$ cat config.mk
export PLATFORM = sky130hd
export DESIGN_NAME = hourly_tally
export DESIGN_NICKNAME = d
export VERILOG_FILES = /design/src/rtl/hourly_tally.sv
export SDC_FILE = /design/constraint.sdc
export NUM_CORES = 1
export LEC_CHECK = 0
export CAP_MARGIN = 20
export CELL_PAD_IN_SITES_DETAIL_PLACEMENT = 1
export CELL_PAD_IN_SITES_GLOBAL_PLACEMENT = 2
export CORE_UTILIZATION = 39
export DETAILED_ROUTE_END_ITERATION = 8
export PLACE_DENSITY = 0.86
export RECOVER_POWER = 25
export SLEW_MARGIN = 20
export SYNTH_ARGS = -nofsm -noshare
export SYNTH_HDL_FRONTEND = slang
export SYNTH_SLANG_ARGS = --single-unit
export TNS_END_PERCENT = 30
$ cat constraint.sdc
create_clock -name clk -period 2.3 [get_ports clk]
set_input_delay 0.23 -clock clk [delete_from_list [all_inputs] [get_ports clk]]
set_output_delay 0.23 -clock clk [all_outputs]
set_load 0.005 [all_outputs]
$ cat src/rtl/hourly_tally.sv
// Per-hour car-entry tally: counts car_in pulses over fixed hour windows,
// commits each hour's total into a small history memory served by a registered read port.
module hourly_tally #(
   parameter int HOURS          = 8,
   parameter int CNT_W          = 4,
   parameter int TICKS_PER_HOUR = 16
) (
   input  logic             clk,
   input  logic             rst,
   input  logic             start,
   input  logic             car_in,
   input  logic [3:0]       rd_addr,
   output logic [CNT_W-1:0] rd_data,
   output logic [2:0]       cur_hour,
   output logic [CNT_W-1:0] cur_count,
   output logic             recording,
   output logic             day_done
);

   localparam int               TW        = $clog2(TICKS_PER_HOUR);
   localparam int               HW        = $clog2(HOURS);
   localparam logic [TW-1:0]    TICK_LAST = TW'(TICKS_PER_HOUR - 1);
   localparam logic [2:0]       HOUR_LAST = 3'(HOURS - 1);
   localparam logic [CNT_W-1:0] CNT_MAX   = '1;

   typedef enum logic [1:0] {IDLE, RECORD, COMMIT, DONE} state_t;

   state_t           state;
   logic [TW-1:0]    tick;
   logic [CNT_W-1:0] mem [HOURS];

   always_ff @(posedge clk) begin
      if (!rst) begin
         state     <= IDLE;
         tick      <= '0;
         cur_hour  <= '0;
         cur_count <= '0;
         rd_data   <= '0;
         recording <= 1'b0;
         day_done  <= 1'b0;
         for (int i = 0; i < HOURS; i++) mem[i] <= '0;
      end else begin
         // Non-blocking read sees the pre-write contents (read-before-write).
         rd_data <= ({1'b0, rd_addr} < 5'(HOURS)) ? mem[rd_addr[HW-1:0]] : '0;
         case (state)
            IDLE: begin
               if (start) begin
                  state     <= RECORD;
                  recording <= 1'b1;
                  cur_hour  <= '0;
                  cur_count <= '0;
                  tick      <= '0;
               end
            end
            RECORD: begin
               if (car_in && cur_count != CNT_MAX) cur_count <= cur_count + 1'b1;
               if (tick == TICK_LAST) state <= COMMIT;
               else                   tick  <= tick + 1'b1;
            end
            COMMIT: begin
               mem[cur_hour[HW-1:0]] <= cur_count;
               tick                  <= '0;
               if (cur_hour == HOUR_LAST) begin
                  state     <= DONE;
                  recording <= 1'b0;
                  day_done  <= 1'b1;
                  cur_count <= '0;
               end else begin
                  state     <= RECORD;
                  cur_hour  <= cur_hour + 1'b1;
                  // A car arriving during the commit belongs to the next hour.
                  cur_count <= CNT_W'(car_in);
               end
            end
            DONE: begin
               if (start) begin
                  for (int i = 0; i < HOURS; i++) mem[i] <= '0;
                  state     <= RECORD;
                  recording <= 1'b1;
                  day_done  <= 1'b0;
                  cur_hour  <= '0;
                  cur_count <= '0;
                  tick      <= '0;
               end
            end
            default: state <= IDLE;
         endcase
      end
   end

endmodule

# Word-level counts from Yosys, hierarchy flattened
# Memories as Yosys holds them, arrays and structs flattened. A register that Yosys moved wholly into a read port is not among the register bits.
# Index checks and enable logic that the tools add are counted.
[word_totals] regBits=15 input_bits=8 ram_bits=32 n_memories=1 elab_cells=84 output_inout_bits=13
[classes] reduce_logical=14 eq_ne=13 bitwise_logic=8 add_sub_neg=3 mux=38 n_lt_le_gt_ge=1
[memory_table] memory="mem" depth=8 width=4 read_ports=1 rd_ports_with_merged_regs=1 wr=8 line="30" text="logic [CNT_W-1:0] mem [HOURS];"
[ops] cell="4-bit two-way mux" n=12
[ops] cell="4-bit one-hot mux with 3 select lines" n=2
[ops] cell="1-bit two-way mux" n=14
[ops] cell="2-bit inequality test (second input constant)" n=6
[ops] cell="3-bit two-way mux" n=3
[ops] cell="3-bit AND reduction" n=3
[ops] cell="4-bit by 1-bit adder with 4-bit output (second input constant)" n=2
[ops] cell="1-bit OR" n=8
[ops] cell="2-bit AND reduction" n=4
[ops] cell="2-bit two-way mux" n=3
[ops] cell="2-bit one-hot mux with 3 select lines" n=1
[ops] cell="3-bit one-hot mux with 2 select lines" n=1
[ops] cell="2-bit == test (second input constant)" n=2
[ops] cell="4-bit == test (second input constant)" n=1
[ops] cell="4-bit less-than comparator (second input constant)" n=1
[ops] cell="4-bit inequality test (second input constant)" n=1
[ops] cell="1-bit one-hot mux with 2 select lines" n=2
[ops] cell="2-bit nonzero test" n=2
[ops] cell="4-bit OR reduction" n=1
[ops] cell="3-bit by 1-bit adder with 3-bit output (second input constant)" n=1
[ops] cell="3-bit == test (second input constant)" n=1
[ops] cell="2-bit by 1-bit == test with 1-bit output (second input constant)" n=1
[ops] cell="2-bit zero test" n=1
[ops] cell="2-bit by 1-bit inequality test with 1-bit output (second input constant)" n=1
[ops] cell="other kinds (3)" n=3

# Logic depth before layout (Yosys ltp)
# Gate-level depths: netlist of the first run.
[depth] ltp_word=6 mapped_depth=6

# Worst setup path after synthesis of the first run
# No wires, ideal clock.
[synth_path] path_kind="register -> register" startpoint="register state[0]" endpoint="memory mem[6][0] (enable)" stages_incl_launch_ff=6 setup_ns=0.361 slack_ns=0.662 t_arrival_ns=1.277 n_path_buf=1 path_cell_list="dfxtp_1 > inv_1 > ha_1 > nand3_1 > clkbuf_1 > o21ai_0"
[synth_lines] item="start: declaration" line="28" text="state_t state;"
[synth_lines] item="start signal: assignment" line="34" text="state <= IDLE;"
[synth_lines] item="start signal: assignment" line="48" text="state <= RECORD;"
[synth_lines] item="start signal: assignment" line="57" text="if (tick == TICK_LAST) state <= COMMIT;"
[synth_lines] item="end: declaration" line="30"

# Worst setup path after layout of the first run
[layout_path] startpoint="input rd_addr[0]" endpoint="register rd_data[1], read port of mem"
[layout_via] elab_chain_len=3
[layout_rtl] item="start: declaration" line="12" text="input logic [3:0] rd_addr,"
[layout_rtl] item="4-bit less-than comparator" line="44" text="rd_data <= ({1'b0, rd_addr} < 5'(HOURS)) ? mem[rd_addr[HW-1:0]] : '0;"
[layout_rtl] item="2-bit AND reduction (no line)"
[layout_rtl] item="1-bit zero test (no line)"
[layout_rtl] item="end: declaration" line="13" text="output logic [CNT_W-1:0] rd_data,"
# Parallel ways exist; a longest one is shown, timed or not.
# A chain may end at the register's enable or synchronous reset.

==> impl_metrics.toml, run 1 <==
[status]
status = "complete, no violations"

[power]
seqPwrFrac = 0.519
sw_frac_of_total = 0.3078
clkPwrFrac = 0.244
power_density_mw_per_mm2 = 751.3
combPwrFrac = 0.237
p_int_uw = 1485
p_switching_uw = 660.4
ir_drop_mv = 0.3376
leakage_uw = 0.001047

[synthesis]
async_flop_share = 0
synth_top_cell_by_area = "edfxtp_1"
syn_nets = 227
synth_seq_cells = 51
synth_area_leaders = "edfxtp_1, dfxtp_1, mux4_2"
syn_area_mm2 = 0.002474
synth_ff_type = "edfxtp_1"
ys_seq_area_frac = 0.5422
synth_top_area_share = 0.3885
synth_cell_types = 46
yosys_warnings = 0
synth_edf_count = 32
netlist_instances = 212
avgSynthCellArea_um2 = 11.67

[grt]
grt_use_total = 0.1987
first_global_vias = 1851
grt_max_degree = 16
grt.overflow.total = 0
grt_pass1_wl_mm = 9.646
antenna_found_initial = 0

[detailed_routing]
route.detailed.drc = 0
dr.pass1.iters = 4
drt-initial-drc-count = 125
viasPerCell = 5.577
avgRoutedWirePerCell_um = 18.55
routed_wl_mm = 5.788
ant_nets = 0
routed-via-count = 1740

[final_layout]
final_cell_mix = "edfxtp_1, and2_1, dfxtp_1"
nFillCells = 656
drive_gt1_frac = 0.1013
syn_to_final_growth_pct = 15.43
final_nets = 251
seq_area_mm2 = 0.001341
n_antenna_cell = 0
multi_input_area_mm2 = 0.001045
final_common_cell = "edfxtp_1"

[sta]
hold_violations = 0
hold_slack_ns = 0.4920
rsz0062_at_grt = "false"
slew_viol_final = 0
slew_headroom = 0.5242
finalSetupViolations = 0
period_needed_ns = 1.922
skew_ns = 0.003055
setup-tns-final_ns = 0
tightestPinTransition_ns = 0.7136
timing.final.crit_share = 0.8357
max_freq_mhz = 520.3
finalWorstSetupSlack_ns = 0.3780

[flow_run]
cap_violations = 0

[clock_network]
cts-htree-levels = 2
clk_latency_ns = 0.31
cts.clk_slew.worst_paths_ns = 0.09
ctsResizeCount = 0
post_cts.repair.setup_buffers = 0
postCtsHoldBufs = 0
root_buffer = "clkbuf_8"
clock-sinks = 51
cts_buffer_depth = 2
cts_made_buffers = 5
cts_tree = "yes"

[placed_design]
numPortBuffers = 20
gp_congestion = 0.7388
dpl_worst_slack_ns = 0.2319
dp_hpwl_mm = 4.314

[die]
die_w_um = 81.64
core_mm2 = 0.006026
ioPinCount = 21
num_rows = 28
fp.dieArea_mm2 = 0.006665
initial_core_util = 0.4105
die_y_um = 81.64

[worst_setup_path]
critPathKind = "in -> reg"
arrival_ns = 2.13
endpoint_kind = "flop"
critPathMaxFanout = 8
cp.required_ns = 2.51
start_kind = "input port"

[hold_path]
hp-class = "reg -> reg"
[worst max-delay path: stages]
cell           delay [ns]
dlygate4sd3_1        0.52
clkbuf_1             0.54
mux4_2               0.60
a22o_1               0.24
[sequential cells by signal, summed over array words and instances (netlist names)]
register   cells
recording      1
mem           32
state          2
cur_hour       3
rd_data        4
day_done       1
tick           4
cur_count      4
[final timing paths]
check	end	cells after the start	from	slack [ns]
max reg2reg	state[0]$_SDFFE_PN0P_	5	state[0]$_SDFFE_PN0P_	0.44
max	rd_data[1]$_SDFF_PN0_	4	rd_addr[0]	0.38
min	day_done$_SDFFE_PN0P_	2	day_done$_SDFFE_PN0P_	0.49
min reg2reg	day_done$_SDFFE_PN0P_	2	day_done$_SDFFE_PN0P_	0.49
[synthesized netlist by cell type (3+ instances only)]
library cell / instances
edfxtp_1: 32
inv_1: 6
a22o_1: 4
o31ai_1: 5
mux4_2: 8
nand3_1: 4
a21oi_1: 6
and2_1: 25
dfxtp_1: 19
nor3_1: 9
nor2_1: 8
nor4_1: 3
nand2b_1: 8
o21ai_0: 9
ha_1: 7
buf_2: 4
nand2_1: 12
clkbuf_1: 7
[cells by family after synthesis]
group           share of synthesized area
simple gates                       0.1897
buf+inv                           0.03541
compound gates                     0.1204
flops                              0.5422
fa+ha+maj                         0.03541
mux                               0.07688
[layer usage]
metal / up-vias / track usage / wire [µm]
met5: - / 0 / 0
met4: 0 / 0.06316 / 80
met3: 6 / 0.03444 / 126
met2: 23 / 0.3542 / 2916
li1: 840 / - / -
met1: 871 / 0.2426 / 2663
[per-stage QoR]
stage          instance area [µm²]  utilization  power (µW)  std cells
3_5_place_dp                  2781       0.4616        1655        304
5_1_grt                       2855       0.4738        2250        312
6_report                      2855       0.4738        2145        312
2_1_floorplan                 2474            -        1446        212
4_1_cts                       2867       0.4757        2167        312
3_3_place_gp                  2781       0.4616        1638        304
[area by class of cell]
class / instances / share of cell area
Inverter: 7 / 0.009202
Tap cell: 75 / 0.03287
Multi-Input combinational cell: 141 / 0.3659
Sequential cell: 51 / 0.4698
Clock inverter: 2 / 0.004382
Timing Repair Buffer: 30 / 0.09246
Clock buffer: 6 / 0.02542
[power groups by stage]
| stage | clock (µW) | combinational [µW] | sequential (µW) |
|---|---|---|---|
| after floorplan | 0 | 338 | 1110 |
| after global placement | 0 | 506 | 1130 |
| after detailed placement | 0 | 518 | 1140 |
| after CTS | 531 | 520 | 1120 |
| after global routing | 557 | 565 | 1130 |
| final | 524 | 508 | 1110 |
Power figures use the tool's default switching activity.
==> inputs of run 2 (changes only) <==
- clock period: 2.3 -> 2 ns (I/O delays scaled with it)
==> run 2 against run 1 <==
Compared with the run above: flip-flop and latch count unchanged; via count hardly changed; register-to-register slack got worse by 0.22 ns; core utilization is 1.5 points higher; critical path type unchanged; combinational power increased by 21%; largest power group unchanged; die area stayed put; clock skew is 0.0029 ns higher; sequential share of layout area down 1.4 points; first-iteration DRC count down 44%.
==> impl_metrics.toml, run 2 (synthesis gave the netlist of run 1 again) <==
[detailed_routing]
viasPerCell = 5.424
ant_nets = 0
drt-initial-drc-count = 70
routed_wl_mm = 5.675
avgRoutedWirePerCell_um = 17.68
route.detailed.drc = 0
dr.pass1.iters = 4
routed-via-count = 1741

[sta]
skew_ns = 0.005992
setup-tns-final_ns = 0
rsz0062_at_grt = "false"
period_needed_ns = 1.793
slew_viol_final = 0
hold_violations = 0
timing.final.crit_share = 0.8966
tightestPinTransition_ns = 0.7503
finalSetupViolations = 0
slew_headroom = 0.4988
max_freq_mhz = 557.7

[power]
p_int_uw = 1854
combPwrFrac = 0.235
power_density_mw_per_mm2 = 888.8
p_switching_uw = 761.1
ir_drop_mv = 0.3927
sw_frac_of_total = 0.2910
clkPwrFrac = 0.280
seqPwrFrac = 0.485
leakage_uw = 0.001107

[placed_design]
dp_hpwl_mm = 4.305
gp_congestion = 0.7425
numPortBuffers = 20
placed_cell_area_mm2 = 0.002849

[die]
core_mm2 = 0.006026
ioPinCount = 21
fp.dieArea_mm2 = 0.006665
initial_core_util = 0.4105
die_y_um = 81.64
num_rows = 28
die_w_um = 81.64

[final_layout]
final_area_mm2 = 0.002943
final_cell_mix = "edfxtp_1, and2_1, dfxtp_1"
multi_input_area_mm2 = 0.001045
final_common_cell = "edfxtp_1"
n_antenna_cell = 0
seq_area_mm2 = 0.001341
final_nets = 260
syn_to_final_growth_pct = 18.97
largest_reg_flops = 32
drive_gt1_frac = 0.1301
nFillCells = 662
regMostFlops = "mem"

[worst_setup_path]
reg2reg_slack_ns = 0.22
start_kind = "input port"
critPathMaxFanout = 8
ff2ff_path_depth = 6
critPathKind = "in -> reg"
cp-endpoint = "rd_data[1]$_SDFF_PN0_"
endpoint_kind = "flop"
reg2reg_to = "mem[7][0]$_SDFFCE_PN0P_"
r2r-start = "state[0]$_SDFFE_PN0P_"
arrival_ns = 2.01
cp-startpoint = "rd_addr[0]"
cp.required_ns = 2.21

[grt]
first_global_vias = 1790
antenna_found_initial = 0
grt_use_total = 0.1932
grt.overflow.total = 0
grt_max_degree = 17
grt_pass1_wl_mm = 9.273

[clock_network]
cts_buffer_depth = 2
root_buffer = "clkbuf_8"
cts.clk_slew.worst_paths_ns = 0.10
ctsResizeCount = 0
cts-htree-levels = 2
cts_made_buffers = 5
cts_tree = "yes"
clk_latency_ns = 0.31
clock-sinks = 51
post_cts.repair.setup_buffers = 0
postCtsHoldBufs = 0

[flow_run]
cap_violations = 0

[status]
status = "complete, no violations"

[hold_path]
hp-class = "reg -> reg"
==> run 2: through the flow <==
step / setup WS [ns] / power, µW / util / instances / hold slack (ns)
2_1_floorplan: 0.3619 / 1663 / - / 212 / 0.3628
3_3_place_gp: 0.2301 / 1913 / 0.4728 / 313 / 0.4686
3_5_place_dp: 0.2368 / 1929 / 0.4728 / 313 / 0.4828
4_1_cts: 0.2227 / 2659 / 0.4915 / 321 / 0.4969
5_1_grt: 0.01579 / 2758 / 0.4884 / 321 / 0.5215
6_report: 0.2068 / 2616 / 0.4884 / 321 / 0.4863
==> run 2: cell type report <==
cell class              count  area share
clock buffers               5     0.02338
multi-input cells         141      0.3550
inverters                   7    0.008929
well taps                  75     0.03189
clock inverters             3     0.01488
flip-flops and latches     51      0.4558
repair buffers             39      0.1101
==> run 2: routing by layer <==
metal	up-vias	track usage	share of wire
met2	24	0.3267	0.49
met3	10	0.04333	0.027
li1	855	-	-
met4	0	0.05789	0.018
met5	-	0	0
met1	852	0.2463	0.47
==> run 2: worst min path at each step <==
stage / startpoint / end / slack [ns] / cells past startpoint
2_1_floorplan: rst / tick[0]$_SDFFE_PN0P_ / 0.36 / 2
3_3_place_gp: day_done$_SDFFE_PN0P_ / day_done$_SDFFE_PN0P_ / 0.47 / 2
3_5_place_dp: day_done$_SDFFE_PN0P_ / day_done$_SDFFE_PN0P_ / 0.48 / 2
4_1_cts: day_done$_SDFFE_PN0P_ / day_done$_SDFFE_PN0P_ / 0.50 / 2
5_1_grt: day_done$_SDFFE_PN0P_ / day_done$_SDFFE_PN0P_ / 0.52 / 2
6_report: day_done$_SDFFE_PN0P_ / day_done$_SDFFE_PN0P_ / 0.49 / 2
==> run 2: power by group through the flow <==
| stage | Sequential, µW | Clock [µW] | Combinational, µW |
|---|---|---|---|
| 2_1_floorplan | 1270 | 0 | 388 |
| 3_3_place_gp | 1290 | 0 | 622 |
| 3_5_place_dp | 1300 | 0 | 634 |
| 4_1_cts | 1270 | 750 | 637 |
| 5_1_grt | 1280 | 779 | 695 |
| 6_report | 1270 | 732 | 614 |
==> run 2: critical path, cell delays in order <==
cell,delay (ns)
clkdlybuf4s50_1,0.45
clkbuf_1,0.51
mux4_2,0.60
a22o_1,0.24
==> inputs of run 3 (changes only) <==
- MAX_ROUTING_LAYER: default -> met4
==> run 3 against run 2 <==
Compared with the run above: flip-flop and latch count unchanged; worst setup slack better by 0.00065 ns; worst hold slack hardly changed; die area stayed put; critical path depth unchanged; core utilization did not move; first-iteration DRC count is 1.4% higher; critical path type unchanged; largest cell class unchanged; largest power group unchanged; highest routed layer unchanged.
==> impl_metrics.toml, run 3 (synthesis gave the netlist of run 1 again) <==
[status]
status = "complete, no violations"

[worst_setup_path]
start_kind = "input port"
max_stage_delay_ns = 0.60
crit_family = "buffers and inverters"
arrival_ns = 2.01
crit_buf_inv = 2
critPathMaxFanout = 8
endpoint_kind = "flop"
critPathSlowestCell = "mux4_2"
cp_cell_sequence = "clkdlybuf4s50_1 -> clkbuf_1 -> mux4_2 -> a22o_1"
cp.required_ns = 2.21
critPathKind = "in -> reg"

[placed_design]
placedCellCount = 313
numPortBuffers = 20
dp_hpwl_mm = 4.305
gp_congestion = 0.7518

[die]
core_mm2 = 0.006026
num_rows = 28
die_y_um = 81.64
initial_core_util = 0.4105
ioPinCount = 21
fp.dieArea_mm2 = 0.006665
die_w_um = 81.64

[clock_network]
postCtsHoldBufs = 0
root_buffer = "clkbuf_8"
cts_tree = "yes"
cts_made_buffers = 5
cts_buffer_depth = 2
ctsResizeCount = 0
cts-htree-levels = 2
clk_latency_ns = 0.31
cts.clk_slew.worst_paths_ns = 0.10
clock-sinks = 51
post_cts.repair.setup_buffers = 0

[sta]
skew_ns = 0.005443
timing.final.crit_share = 0.8963
period_needed_ns = 1.793
slew_headroom = 0.5010
hold_violations = 0
slew_viol_final = 0
max_freq_mhz = 557.9
tightestPinTransition_ns = 0.7469
finalSetupViolations = 0
setup-tns-final_ns = 0
rsz0062_at_grt = "false"

[final_layout]
final_common_cell = "edfxtp_1"
largest_reg_flops = 32
final_nets = 260
final_cell_mix = "edfxtp_1, and2_1, dfxtp_1"
regMostFlops = "mem"
fin_cells = 321
drive_gt1_frac = 0.1301
nFillCells = 662
syn_to_final_growth_pct = 18.97
n_antenna_cell = 0

[detailed_routing]
drt-initial-drc-count = 71
ant_nets = 0
avgRoutedWirePerCell_um = 17.69
routed_wl_mm = 5.678
routed-via-count = 1752
route.detailed.drc = 0
dr.pass1.iters = 4
viasPerCell = 5.458

[power]
power_density_mw_per_mm2 = 889.5
leakage_uw = 0.001107
ir_drop_mv = 0.3935

[hold_path]
hp-class = "reg -> reg"

[grt]
grt_pass1_wl_mm = 9.273
grt_use_total = 0.1991
first_global_vias = 1794
antenna_found_initial = 0
grt_max_degree = 17
grt.overflow.total = 0

[flow_run]
cap_violations = 0
run 3: metal layers:
metal / GRT usage / up-vias / share of wire
met1: 0.2456 / 854 / 0.46
met3: 0.04333 / 13 / 0.035
li1: - / 855 / -
met5: - / - / 0
met4: 0.05789 / 0 / 0.017
met2: 0.3283 / 30 / 0.49
run 3: through the flow:
stage	power (µW)	area [µm²]	hold WS, ns	utilization	setup WS, ns
3_5_place_dp	1929	2849	0.4828	0.4728	0.2368
5_1_grt	2759	2943	0.5215	0.4884	0.01583
6_report	2618	2943	0.4861	0.4884	0.2074
3_3_place_gp	1913	2849	0.4686	0.4728	0.2301
4_1_cts	2659	2962	0.4969	0.4915	0.2227
2_1_floorplan	1663	2474	0.3628	-	0.3619
run 3: area by class of cell:
cell class | instances | area (µm²) | share of cell area
inverter | 7 | 26.28 | 0.008929
clock inverter | 3 | 43.79 | 0.01488
tap | 75 | 93.84 | 0.03189
sequential | 51 | 1341 | 0.4558
clock buffer | 5 | 68.82 | 0.02338
timing repair buffer | 39 | 324.1 | 0.1101
multi-input combinational | 141 | 1045 | 0.3550
run 3: final timing paths:
kind / endpoint / slack [ns] / cells after the start / from
max: rd_data[1]$_SDFF_PN0_ / 0.21 / 4 / rd_addr[0]
min: day_done$_SDFFE_PN0P_ / 0.49 / 2 / day_done$_SDFFE_PN0P_
max reg2reg: mem[7][0]$_SDFFCE_PN0P_ / 0.22 / 6 / state[0]$_SDFFE_PN0P_
min reg2reg: day_done$_SDFFE_PN0P_ / 0.49 / 2 / day_done$_SDFFE_PN0P_
run 3: power by group:
part / total [µW] / internal, µW / switching (µW)
Clock: 732 / 373 / 359
Combinational: 616 / 271 / 344
Sequential: 1270 / 1210 / 60.0
Total: 2620 / 1850 / 763
run 3: worst min-delay path: cells and delay by family (launching register included):
kind,cells,cell delay (ns)
AOI/OAI and AO/OA,1,0.06
DFF,1,0.33
and+or+nand+nor,1,0.05
